--- src/rtl/adc_frame_packetizer.sv ---
// Captures a multi-channel sample word and streams it as one framed byte sequence:
// SYNC_BYTE, SEQ, then each channel MSB first. A test mode streams counter frames.
module adc_frame_packetizer #(
    parameter int          NUM_CHANNELS = 2,
    parameter int          SAMPLE_WIDTH = 16,
    parameter logic [7:0]  SYNC_BYTE    = 8'hA5
) (
    input  logic                                 sys_clk,
    input  logic                                 sys_rst_n,
    input  logic                                 test_mode,
    input  logic                                 sample_strobe,
    input  logic [NUM_CHANNELS*SAMPLE_WIDTH-1:0] sample_data,
    output logic [7:0]                           tdata,
    output logic                                 tvalid,
    output logic                                 tlast,
    input  logic                                 tready,
    output logic                                 busy,
    output logic [15:0]                          drop_count
);
    localparam int BYTES_PER_CH = SAMPLE_WIDTH / 8;
    localparam int NUM_BYTES    = NUM_CHANNELS * BYTES_PER_CH;
    localparam int IDX_W        = (NUM_BYTES > 1) ? $clog2(NUM_BYTES) : 1;
    localparam int DW           = NUM_CHANNELS * SAMPLE_WIDTH;

    localparam logic [1:0] S_IDLE    = 2'd0;
    localparam logic [1:0] S_SYNC    = 2'd1;
    localparam logic [1:0] S_SEQ     = 2'd2;
    localparam logic [1:0] S_PAYLOAD = 2'd3;

    logic [1:0]              r_state;
    logic [IDX_W-1:0]        r_idx;
    logic [7:0]              r_seq;
    logic [SAMPLE_WIDTH-1:0] r_pattern;
    logic [DW-1:0]           r_shadow;
    logic                    r_mode;
    logic [15:0]             r_drop;

    logic                    w_hs;
    logic                    w_last;
    logic                    w_window;
    logic                    w_start;
    logic                    w_drop;
    logic [DW-1:0]           w_pattern;
    logic [7:0]              w_bytes [NUM_BYTES];

    // Flatten the shadow word into transmit order so the payload index maps directly.
    genvar gi, gj;
    generate
        for (gi = 0; gi < NUM_CHANNELS; gi++) begin : g_ch
            assign w_pattern[gi*SAMPLE_WIDTH +: SAMPLE_WIDTH] = r_pattern + SAMPLE_WIDTH'(gi);
            for (gj = 0; gj < BYTES_PER_CH; gj++) begin : g_byte
                assign w_bytes[gi*BYTES_PER_CH + gj] =
                    r_shadow[gi*SAMPLE_WIDTH + (BYTES_PER_CH-1-gj)*8 +: 8];
            end
        end
    endgenerate

    assign tvalid     = (r_state != S_IDLE);
    assign busy       = tvalid;
    assign w_hs       = tvalid & tready;
    assign w_last     = (r_state == S_PAYLOAD) && (r_idx == IDX_W'(NUM_BYTES-1));
    assign tlast      = w_last;
    assign w_window   = (r_state == S_IDLE) | (w_hs & w_last);
    assign w_start    = w_window & (test_mode | sample_strobe);
    // Outside the window the frame's own latched mode decides whether a strobe counts.
    assign w_drop     = ~w_window & sample_strobe & ~r_mode;
    assign drop_count = r_drop;

    always_comb begin
        tdata = 8'h00;
        case (r_state)
            S_SYNC:    tdata = SYNC_BYTE;
            S_SEQ:     tdata = r_seq;
            S_PAYLOAD: tdata = w_bytes[r_idx];
            default:   tdata = 8'h00;
        endcase
    end

    always_ff @(posedge sys_clk) begin
        if (!sys_rst_n) begin
            r_state   <= S_IDLE;
            r_idx     <= '0;
            r_seq     <= 8'h00;
            r_pattern <= '0;
            r_shadow  <= '0;
            r_mode    <= 1'b0;
            r_drop    <= 16'h0000;
        end else begin
            if (w_start) begin
                r_mode <= test_mode;
                if (test_mode) begin
                    r_shadow  <= w_pattern;
                    r_pattern <= r_pattern + SAMPLE_WIDTH'(1);
                end else begin
                    r_shadow  <= sample_data;
                end
            end

            case (r_state)
                S_IDLE: begin
                    if (w_start) r_state <= S_SYNC;
                end
                S_SYNC: begin
                    if (w_hs) r_state <= S_SEQ;
                end
                S_SEQ: begin
                    if (w_hs) begin
                        r_state <= S_PAYLOAD;
                        r_seq   <= r_seq + 8'd1;
                        r_idx   <= '0;
                    end
                end
                default: begin
                    if (w_hs) begin
                        if (w_last) r_state <= w_start ? S_SYNC : S_IDLE;
                        else        r_idx   <= r_idx + IDX_W'(1);
                    end
                end
            endcase

            if (w_drop && (r_drop != 16'hFFFF)) r_drop <= r_drop + 16'd1;
        end
    end
endmodule

--- config.mk ---
export PLATFORM = sky130hd
export DESIGN_NAME = adc_frame_packetizer
export DESIGN_NICKNAME = d
export VERILOG_FILES = /design/src/rtl/adc_frame_packetizer.sv
export SDC_FILE = /design/constraint.sdc
export NUM_CORES = 1
export LEC_CHECK = 0
export CAP_MARGIN = 10
export CORE_AREA = 2 2 102 79
export CTS_BUF_LIST = sky130_fd_sc_hd__clkbuf_8
export DETAILED_ROUTE_END_ITERATION = 10
export DIE_AREA = 0 0 104 81
export DONT_BUFFER_PORTS = 1
export PLACE_DENSITY = 0.88
export SKIP_LAST_GASP = 1
export SYNTH_ARGS = -nofsm -noshare
export SYNTH_HDL_FRONTEND = slang
export SYNTH_SLANG_ARGS = --single-unit
--- constraint.sdc ---
create_clock -name sys_clk -period 2.05 [get_ports sys_clk]
set_clock_uncertainty 0.05 [all_clocks]
set_input_delay 0.205 -clock sys_clk [delete_from_list [all_inputs] [get_ports sys_clk]]
set_output_delay 0.205 -clock sys_clk [all_outputs]
set_load 0.01 [all_outputs]
; ---- Word-level counts from Yosys, hierarchy flattened
; Cells that the tools add are included.
[totals]
elab_cells = 59
register_bits = 77
[classes]
bitwise = 11
n_reduce_logical = 11
mux = 16
order_cmp = 1
eq_ne = 9
addsub = 4
[op_table]
columns = cell, n
row1 = $add 16x1->16 const B, 2
row2 = $mux 32, 1
row3 = $pmux 8 s3, 1
row4 = $bmux 8 s2, 1
row5 = $mux 2, 8
row6 = $mux 8, 2
row7 = $ne 16x16->1 const B, 1
row8 = $add 8x1->8 const B, 1
row9 = $eq 2x2->1 const B, 3
row10 = $ne 2x2->1 const B, 3
row11 = $pmux 2 s3, 1
row12 = $and 1x1->1, 5
row13 = $reduce_and 5->1, 1
row14 = $pmux 2 s2, 1
row15 = $reduce_and 2->1, 2
row16 = $reduce_bool 2->1, 2
row17 = $reduce_bool 4->1, 1
row18 = $ge 3x3->1 const B, 1
row19 = $not 1->1, 3
row20 = $not 2->3, 1
row21 = $reduce_and 3->1, 1
row22 = $add 2x1->2 const B, 1
row23 = $eq 2x1->1 const B, 1
row24 = $logic_and 1x1->1, 2
row25 = 5 further kinds, 6

; ---- Depth between registers and ports, before layout
; Gate-level depths: netlist of the first run.
[logic_depth]
depth_word = 9
mapped_depth = 9
depth_no_buf = 6

; ---- Worst setup path after synthesis of the first run
; No wires, ideal clock.
[synth_path]
path_type = register to register
startpoint = register r_state[1]
endpoint = register r_drop[12] (netlist: drop_count[12])
setup_slack_ns = 0.125
path_buffers = 0
stages_incl_launch_ff = 7
t_arrival_ns = 1.759
cell_sequence = dfxtp_1 inv_1 ha_1 nor3b_1 nand2_1 or4_1 o211a_1
[synth_between]
elab_chain_len = 8
[synth_rtl]
columns = item, line
row1 = from (decl), 30  ; logic [1:0] r_state;
row2 = from (signal assigned), 115  ; if (w_last) r_state <= w_start ? S_SYNC : S_IDLE;
row3 = $reduce_bool 2->1 or $eq 2x2->1 (tied branches), "58, 61"
row4 = $and 1x1->1 or $logic_and 1x1->1 (tied branches), "60, 61"
row5 = $and 1x1->1, 63  ; assign w_window = (r_state == S_IDLE) | (w_hs & w_last);
row6 = $or 1x1->1 (*), 63
row7 = $not 1->1 (*), 66  ; assign w_drop = ~w_window & sample_strobe & ~r_mode;
row8 = $and 1x1->1 (*) (2 in series), 66
row9 = $logic_and 1x1->1 (*), 121  ; if (w_drop && (r_drop != 16'hFFFF)) r_drop <= r_drop + 16'd1;
row10 = to (signal assigned), 121
row11 = to (decl), 36  ; logic [15:0] r_drop;
; Every way passes the cells marked *; elsewhere a longest branch is shown, timed or not.
; A chain may end at the register's enable or synchronous reset.

; ---- Final worst setup path of the first run
[layout_path]
startpoint = register r_idx[1]
endpoint = output port tdata[3]
[layout_between]
elab_chain_len = 5
[layout_rtl]
columns = item, line
row1 = from (decl), 31  ; logic [IDX_W-1:0] r_idx;
row2 = from (signal assigned), 116  ; else r_idx <= r_idx + IDX_W'(1);
row3 = $not 2->3 (not written as such), 74  ; S_PAYLOAD: tdata = w_bytes[r_idx];
row4 = $bmux 8 s2, 74
row5 = $mux 8 (not written as such) (2 in series), 74
row6 = $pmux 8 s3, 71  ; case (r_state)
row7 = to (decl), 13  ; output logic [7:0] tdata,
; No other way between the ends. The select of a mux whose other input is x is not followed.

==> metrics, run 1 <==
minimum clock period 1.99 ns; WP data arrival 1.73 ns; Final setup viols 0; Commonest cells post-synth 77 x dfxtp_1, 48 x nor2_1, 47 x nand2_1; Cell Pwr Density 992 mW/mm^2; Critical path buffers and inverters 1; Worst slew margin 19.8%; initial antenna violation count 0; 1st-pass router iterations 5; number of remaining DRC errors 0; Post-Layout Inst Area 0.00492 mm^2; Synth top area share 35.3%; sequential cell area fraction in the yosys report 35.3%; Yosys cell types 56; CORE AREA 0.00757 mm^2; ys async rst share 0%; slowest stage delay, CP 0.57 ns; crit-path cells buf_6 > mux4_2 > a22oi_1 > nor2_1; CP max FO 5; Post-synth EDFFs 0; htree depth 3; Hold Vio Cnt, Final 0; Post-Syn Nets 552; Seq cells post-synth 77; Setup TNS Final 0 ns; CTS Sinks 77; Critical-path top delay cell mux4_2; main area contributors after synthesis dfxtp_1 35%, mux2i_1 6.2%, mux4_2 4.1%; Worst Max-Slew Pin Slew 1.20 ns; class of the worst hold path input port to flip-flop; Yosys Warn Count 0; IO Pins 64; Placer Congestion 0.962; CP Launch Type flip-flop; final wirelength 12300 um; largest net degree at the start of global routing 43; Avg Cell Area, Syn 8.62 um^2; hold depth 2; row cnt 28; Clock Root Buffer clkbuf_8; number of global-route vias before repair 3798; Post-DP Area 0.00456 mm^2; vias 4131; peak supply drop 0.000760 V; TritonCTS clock tree yes; Cell Area, Synth 0.00436 mm^2; GRT Util Overall 29.4%; Final #Nets 559; period utilization 97.1%; first-pass GRT wire length 19400 um; initial core utilization 57.7%; Syn Inst Count 506; worst endpoint required time 1.79 ns; pins over their slew limit 0; Lkg Pwr 1.79 nW; Post-synth top flop dfxtp_1; unrepaired setup endpoints after global routing true; total of max-cap violations 0; port bufs 0; Die X 104 um; worst reg2reg path depth 6; critical path depth 4; non-filler cells, final 624; clock buffer depth 2; clk_lat worst skew 0.36 ns; antenna viol nets, final 0; routed vias/inst 6.62; status finished clean; cts bufs inserted 9; fmax 503 MHz; worst hold slack 0.00665 ns; Die H 81 um; crit end category output pin; cell with the most instances after synthesis dfxtp_1; DP Wirelength 8290 um; post-synth top area cell dfxtp_1; Layout area overhead 12.8%; Worst-path clk slew 0.08 ns; dpl cells 600; drt first-iter violations 346; WL per Instance 19.7 um; Worst path top cell family by delay multiplexers; Crit Path Category flip-flop to output pin; layout cells sized above 1 15.3%; die area 0.00842 mm^2; GRT overflow 0
stage by stage:
stage / total power (W) / setup WS [ns] / util (%)
after floorplan: 0.00297 / 0.125 / -
after global placement: 0.00334 / -0.0183 / 60.3
after detailed placement: 0.00342 / -0.182 / 60.3
after CTS: 0.00484 / 0.00454 / 64.6
after global routing: 0.00512 / -0.0136 / 65.0
final: 0.00489 / 0.0602 / 65.1
what timing repair did:
action                     4_1_cts  5_1_grt
resized for setup                4       13
setup endpoints to repair       11       32
setup buffers                    0        0
hold buffers                     6        0
gates cloned                     1        0
hold endpoints to repair        22        0
pin swaps                        0        1
registers in the layout (all words and copies together) (netlist names):
register	cells
r_state	2
r_shadow	32
r_pattern	16
r_mode	1
r_idx	2
drop_count	16
r_seq	8
cell families (layout without fill, tap and decap cells):
kind of cell	after synthesis	count (layout)	synth area share, %
and+or+nand+nor	204	204	25.4
AOI/OAI and AO/OA	103	103	16.5
other	0	1	0
muxes	35	35	10.3
DFF	77	77	35.3
xor gates and xnor gates	21	21	4.22
adders and majority gates	9	9	2.58
buffers and inverters	57	69	5.65
per-layer routing:
metal	part of all wire, %	vias to the layer above	GRT usage [%]
li1	-	1905	-
met3	9.8	26	7.70
met1	41	1989	38.1
met5	0	-	0
met4	1.6	0	10.3
met2	47	211	48.2
layout make-up:
| class | count | area (um^2) |
|---|---|---|
| fillers | 626 | 2640 |
| multi-input cells | 372 | 2620 |
| flip-flops and latches | 77 | 1550 |
| repair buffers | 41 | 339 |
| clock buffers | 10 | 138 |
| well taps | 105 | 131 |
| clock inverters | 6 | 103 |
| inverters | 12 | 45.0 |
| diodes | 1 | 2.50 |
final timing paths:
path / end / from / slack, ns
max: tdata[3] / r_idx[1] / 0.06
min: r_pattern[15] / sys_rst_n / 0.007
max reg2reg: drop_count[8] / r_state[0] / 0.09
min reg2reg: r_shadow[25] / r_shadow[25] / 0.42
worst reg2reg max path: stages (launching register included):
cell     delay, ns
dfxtp_2       0.36
inv_1         0.07
ha_2          0.21
nor3b_2       0.27
nand3_2       0.25
or4_1         0.53
a21oi_1       0.16
power by group:
group,internal (W),total (W),switching [W],leakage (nW)
Combinational,0.000650,0.00164,0.000985,1.04
Clock,0.000832,0.00140,0.000568,0.129
Sequential,0.00171,0.00185,0.000141,0.628
layout by cell type, fill, tap and decap left out, drive strengths merged, types with 4 or more instances in the layout:
cell | Yosys | final
o21ai | 4 | 4
nor2 | 48 | 48
and4b | 11 | 11
xor2 | 13 | 13
o211ai | 4 | 4
o311ai | 5 | 5
o221ai | 4 | 4
mux4 | 8 | 8
or4 | 7 | 7
inv | 12 | 14
a31oi | 7 | 7
dlygate4sd3 | 0 | 5
nand4 | 18 | 18
dfxtp | 77 | 77
o22ai | 5 | 5
nand3b | 5 | 5
xnor2 | 8 | 8
ha | 9 | 9
nor3 | 7 | 7
buf | 23 | 35
nand2b | 9 | 9
nor4 | 9 | 9
clkbuf | 22 | 10
a211oi | 20 | 20
nand2 | 47 | 47
a22oi | 5 | 5
nand3 | 19 | 19
and3 | 4 | 4
and4 | 5 | 5
mux2i | 27 | 27
a21oi | 25 | 25
o31ai | 6 | 6
No activity file was read; power rests on OpenSTA's default activity.
==> inputs of run 2 (changes only) <==
Settings changed: CORE_AREA 2 2 102 79 to 2 2 98 76, DIE_AREA 0 0 104 81 to 0 0 100 78, PLACE_DENSITY 0.88 to 0.9.
Clock period 2.05 ns to 2.15 ns, I/O delays scaled along.
==> run 2 against run 1 <==
Against the previous run:
- critical path depth grew 1
- combinational power is 9.8% lower
- non-clock buffer count fell by 14
- cell area is 3.6% lower
- routed wire length fell by 1.3%
- worst hold slack better by 0.0088 ns
- total power down 9.7%
- final cell count fell by 5.3%
- largest power group unchanged
- flip-flop and latch count did not move
==> metrics, run 2 (synthesis gave the netlist of run 1 again) <==
switching pwr 0.00158 W (-6.6%); worst reg2reg setup slack 0.08 ns (about the same); antenna viol nets, final 0 (unchanged); Pint 0.00283 W (-11%); Place WS -0.0502 ns (+0.131 ns); Placer Congestion 0.952 (-1.1%); Worst slew margin 34.4% (+15 points); Lkg Pwr 1.70 nW (-5.1%); TritonCTS clock tree yes; Hold Vio Cnt, Final 0 (unchanged); pins over their slew limit 0 (unchanged); DP Wirelength 8390 um (+1.3%); worst endpoint required time 2.33 ns (+0.54 ns); 1st-pass router iterations 5 (unchanged); Seq pwr share 40.3% (+2.4 points); IO Pins 64 (unchanged); Critical-path top delay cell or4_1; switching share of total power 35.8% (+1.2 points); number of flip-flops in the largest register 32 (unchanged); layout cells sized above 1 12.1% (-3.1 points); filler cell count 504 (-19%); Clock power frac 26.3% (-2.3 points); clk_lat worst skew 0.35 ns (about the same); die area 0.00780 mm^2 (-7.4%); non-filler cells, final 591 (-5.3%); clock buffer depth 2 (unchanged); Die X 100 um (-3.8%); Crit Path Category flip-flop to flip-flop; drt first-iter violations 447 (+29%); combinational share of power 33.5% (about the same); Layout area overhead 8.75%; total of max-cap violations 0 (unchanged); initial antenna violation count 2 (+2); minimum clock period 2.07 ns; htree depth 3 (unchanged); CP max FO 9 (+4); GRT Util Overall 31.0% (+1.6 points); unrepaired setup endpoints after global routing true; RR Startpoint r_pattern[1]; largest net degree at the start of global routing 52 (+21%); number of remaining DRC errors 0 (unchanged); CORE AREA 0.00677 mm^2 (-11%); Final #Nets 545 (-2.5%); row cnt 26 (-7.1%); first-pass GRT wire length 19100 um (-1.6%); fin worst setup slack 0.0797 ns (+0.0196 ns); worst hold slack 0.0154 ns (+0.00878 ns); crit-path cells ha_1 > and4_2 > nand3_4 > or4_1 > o311ai_0; Worst Max-Slew Pin Slew 0.981 ns (-0.222 ns); period utilization 96.3%; Die H 78 um (-3.7%); class of the worst hold path input port to flip-flop; Clock Root Buffer clkbuf_8; fmax 483 MHz; cts bufs inserted 9 (unchanged); Cell Pwr Density 930 mW/mm^2 (-6.2%); CP Launch Type flip-flop; crit path to r_shadow[30]; worst hold start sys_rst_n; WP data arrival 2.25 ns (+0.52 ns); crit end category flip-flop; peak supply drop 0.000663 V (-13%); routed vias/inst 6.92 (+4.6%); WL per Instance 20.5 um (+4.2%); R2R Path End r_shadow[30]; number of global-route vias before repair 3767 (-0.82%); CTS Sinks 77 (unchanged); most common cell after layout, fill and taps aside dfxtp_1; dpl cells 568 (-5.3%); final wirelength 12100 um (-1.3%); most frequent cells in the layout 75 x dfxtp_1, 48 x nor2_1, 46 x nand2_1; slowest stage delay, CP 0.55 ns (-0.02 ns); GRT overflow 0 (unchanged); Final setup viols 0 (unchanged); vias 4092 (-0.94%); final core occ 70.1% (+5.1 points); port bufs 0 (unchanged); Worst-path clk slew 0.07 ns (about the same); status finished clean; largest register by flop count r_shadow; worst reg2reg path depth 5 (-1); initial core utilization 64.5% (+6.8 points); Worst Setup SP r_pattern[1]
run 2: per-stage QoR:
stage / instance area, um^2 / TNS (ns) / total power, W
after floorplan: 4360 / 0 / 0.00283
after global placement: 4470 / 0 / 0.00314
after detailed placement: 4470 / -0.0657 / 0.00321
after CTS: 4730 / 0 / 0.00437
after global routing: 4740 / -0.0306 / 0.00461
final: 4740 / 0 / 0.00441
run 2: area by class of cell:
cell class	count	area [um^2]	area share, %
clock inverter	4	46.3	0.976
clock buffer	12	165	3.48
sequential	77	1540	32.5
tap	84	105	2.22
multi-input combinational	372	2590	54.7
antenna	3	7.51	0.158
inverter	12	45.0	0.949
timing repair buffer	27	238	5.01
run 2: critical path: cells and delay by family, from the launching register on:
kind                     cells  cell delay, ns
flip-flops                   1            0.44
AND/OR/NAND/NOR              3            1.05
AO/OA/AOI/OAI                1            0.12
adder cells (fa/ha/maj)      1            0.29
run 2: power groups by stage:
stage	logic, W	clock network [W]	registers (W)
finish	0.00148	0.00116	0.00178
global route	0.00161	0.00122	0.00179
CTS	0.00144	0.00116	0.00177
detailed placement	0.00142	0	0.00180
global placement	0.00135	0	0.00178
floorplan	0.00107	0	0.00176
run 2: routing by layer:
metal	share of wire, %	vias up	global-route usage, %
met5	0	-	0
met3	12	32	9.01
met4	2.1	0	9.32
li1	-	1876	-
met2	45	258	48.0
met1	40	1926	42.1
run 2: how the worst min path moves through the flow:
stage	end	slack (ns)	depth (start not counted)
detailed placement	drop_count[13]	0.29	1
global route	r_shadow[18]	0.01	2
finish	r_pattern[15]	0.02	2
global placement	drop_count[13]	0.29	1
CTS	r_pattern[15]	0.005	2
floorplan	r_shadow[18]	0.33	2
run 2: repair_timing:
item / in CTS / in global routing
pin swaps: 1 / 0
hold buffers: 4 / 0
endpoints found under the hold margin: 18 / 0
resized for setup: 2 / 6
endpoints found under the setup margin: 4 / 21
buffers inserted: 0 / 0
==> inputs of run 3 (changes only) <==
Settings changed: BUFFER_PORTS_ARGS set to -buffer_cell sky130_fd_sc_hd__buf_4, CORE_AREA 2 2 98 76 to 2 2 103 80, DIE_AREA 0 0 100 78 to 0 0 105 82, DONT_BUFFER_PORTS 1 to unset.
==> run 3 against run 2 <==
Against the previous run:
- core utilization fell by 1.5 points
- die area up 10%
- flip-flop and latch count unchanged
- cell area grew 10%
- worst setup slack worse by 0.018 ns
- critical endpoint is now tdata[5]
==> metrics, run 3 (synthesis gave the netlist of run 1 again) <==
GRT Util Overall 28.1% (-2.9 points); cts bufs inserted 9 (unchanged); crit-path cells buf_8 > buf_4 > mux4_2 > nand2_1 > a31oi_1 > buf_4; worst endpoint required time 1.88 ns (-0.45 ns); unrepaired setup endpoints after global routing true; Design Power 0.00457 W (+3.4%); Die X 105 um (+5.0%); CTS Hold Bufs 0 (-4); fmax 479 MHz (-0.86%); htree depth 3 (unchanged); GRT overflow 0 (unchanged); final core occ 68.6% (-1.5 points); Final #Nets 611 (+12%); Worst-path clk slew 0.08 ns (about the same); Met1 Routed Length 5060 um (+3.3%); slowest stage delay, CP 0.50 ns (-0.05 ns); initial antenna violation count 0 (-2); Layout area overhead 20.1%; largest register by flop count r_shadow; DR WL met3 979 um (-33%); CP dominant cell by count buf_4; worst hold slack 0.109 ns (+0.0939 ns); Worst slew margin 57.6% (+23 points); clock buffer depth 2 (unchanged); total of max-cap violations 0 (unchanged); pins over their slew limit 0 (unchanged); Die H 82 um (+5.1%); initial core utilization 57.1% (-7.4 points); dpl cells 655 (+15%); peak supply drop 0.000543 V (-18%); CORE AREA 0.00764 mm^2 (+13%); row cnt 28 (+7.7%); final wirelength 12100 um (-0.32%); most frequent cells in the layout 91 x buf_4, 76 x dfxtp_1, 48 x nor2_1; routed vias/inst 6.38 (-7.8%); clk_lat worst skew 0.35 ns (about the same); Crit Path Category flip-flop to output pin; drt first-iter violations 293 (-34%); DP Wirelength 8530 um (+1.7%); number of remaining DRC errors 0 (unchanged); first-pass GRT wire length 19200 um (+0.22%); CP max FO 8 (-1); Seq. cell area 0.00154 mm^2 (about the same); period utilization 97.1% (+0.84 points); IO Pins 64 (unchanged); crit end category output pin; Hold Vio Cnt, Final 0 (unchanged); Critical-path top delay cell mux4_2; DR top layer met4; largest net degree at the start of global routing 59 (+13%); filler cell count 614 (+22%); Post-Layout Inst Area 0.00524 mm^2 (+10%); WL met2 5710 um (+3.8%); non-filler cells, final 675 (+14%); Post-DP Area 0.00498 mm^2 (+11%); Cell Pwr Density 872 mW/mm^2 (-6.3%); Placer Congestion 0.972 (+2.1%); WP data arrival 1.82 ns (-0.43 ns); footprint of the multi-input gates 0.00261 mm^2 (+0.58%); minimum clock period 2.09 ns (+0.0180 ns); status finished clean; antenna cell count 0 (-3); Worst Max-Slew Pin Slew 0.637 ns (-0.345 ns); number of global-route vias before repair 4095 (+8.7%); Lkg Pwr 2.03 nW (+19%); most common cell after layout, fill and taps aside buf_4; vias 4307 (+5.3%); Final setup viols 0 (unchanged); WL per Instance 17.9 um (-13%); antenna viol nets, final 0 (unchanged); 1st-pass router iterations 6 (+1); die area 0.00861 mm^2 (+10%); CP Launch Type flip-flop; layout cells sized above 1 22.8% (+11 points); Clock Root Buffer clkbuf_8; CTS Sinks 77 (unchanged); class of the worst hold path input port to flip-flop; port bufs 63 (+63); TritonCTS clock tree yes; number of flip-flops in the largest register 32 (unchanged)
-- run 3: changes by cell type in the layout (fill, tap and decap cells not counted), sizes merged --
cell	before	now
buf	23	93
dlygate4sd3	4	0
diode	3	0
clkbuf	12	10
clkinv	1	2
inv	13	14
-- run 3: worst max-delay path: cells and delay by family, from the launching register on --
kind,cells,cell delay [ns]
flops,1,0.36
simple gates,1,0.08
buf+inv,3,0.43
compound gates,1,0.10
mux,1,0.50
-- run 3: final cells by class --
cell class              count  area share (%)
repair buffers             93            13.7
well taps                 105            2.51
clock inverters             6            1.05
clock buffers              10            2.63
inverters                  12           0.860
multi-input cells         372            49.8
flip-flops and latches     77            29.4
-- run 3: worst paths after layout --
check                        from  slack, ns  depth (start not counted)           end
hold reg to reg      r_shadow[25]       0.44                          2  r_shadow[25]
setup reg to reg     r_pattern[1]       0.12                          5  r_shadow[30]
setup / recovery         r_idx[1]       0.06                          6      tdata[5]
hold / removal    sample_data[25]       0.11                          3  r_shadow[25]
-- run 3: where the power goes --
part	switching (W)	total [W]	leakage, nW	internal (W)
registers	0.000129	0.00175	0.627	0.00163
clock network	0.000522	0.00108	0.105	0.000556
logic	0.000983	0.00173	1.30	0.000752
total	0.00163	0.00457	2.03	0.00293
-- run 3: timing repair --
action	4_1_cts	5_1_grt
buffers inserted	4	0
setup endpoints to repair	4	27
pin swaps	1	0
resized for setup	2	8
-- run 3: per-stage QoR --
step                      setup slack (ns)  TNS, ns
after floorplan                      0.225        0
after global placement               0.162        0
after detailed placement            0.0129        0
after CTS                           0.0154        0
after global routing               -0.0478  -0.0518
final                               0.0618        0
-- run 3: per-layer routing --
layer | vias to the layer above | global-route usage (%)
met2 | 226 | 47.3
li1 | 1999 | -
met1 | 2045 | 35.3
met3 | 37 | 6.11
met4 | 0 | 12.4
met5 | - | 0
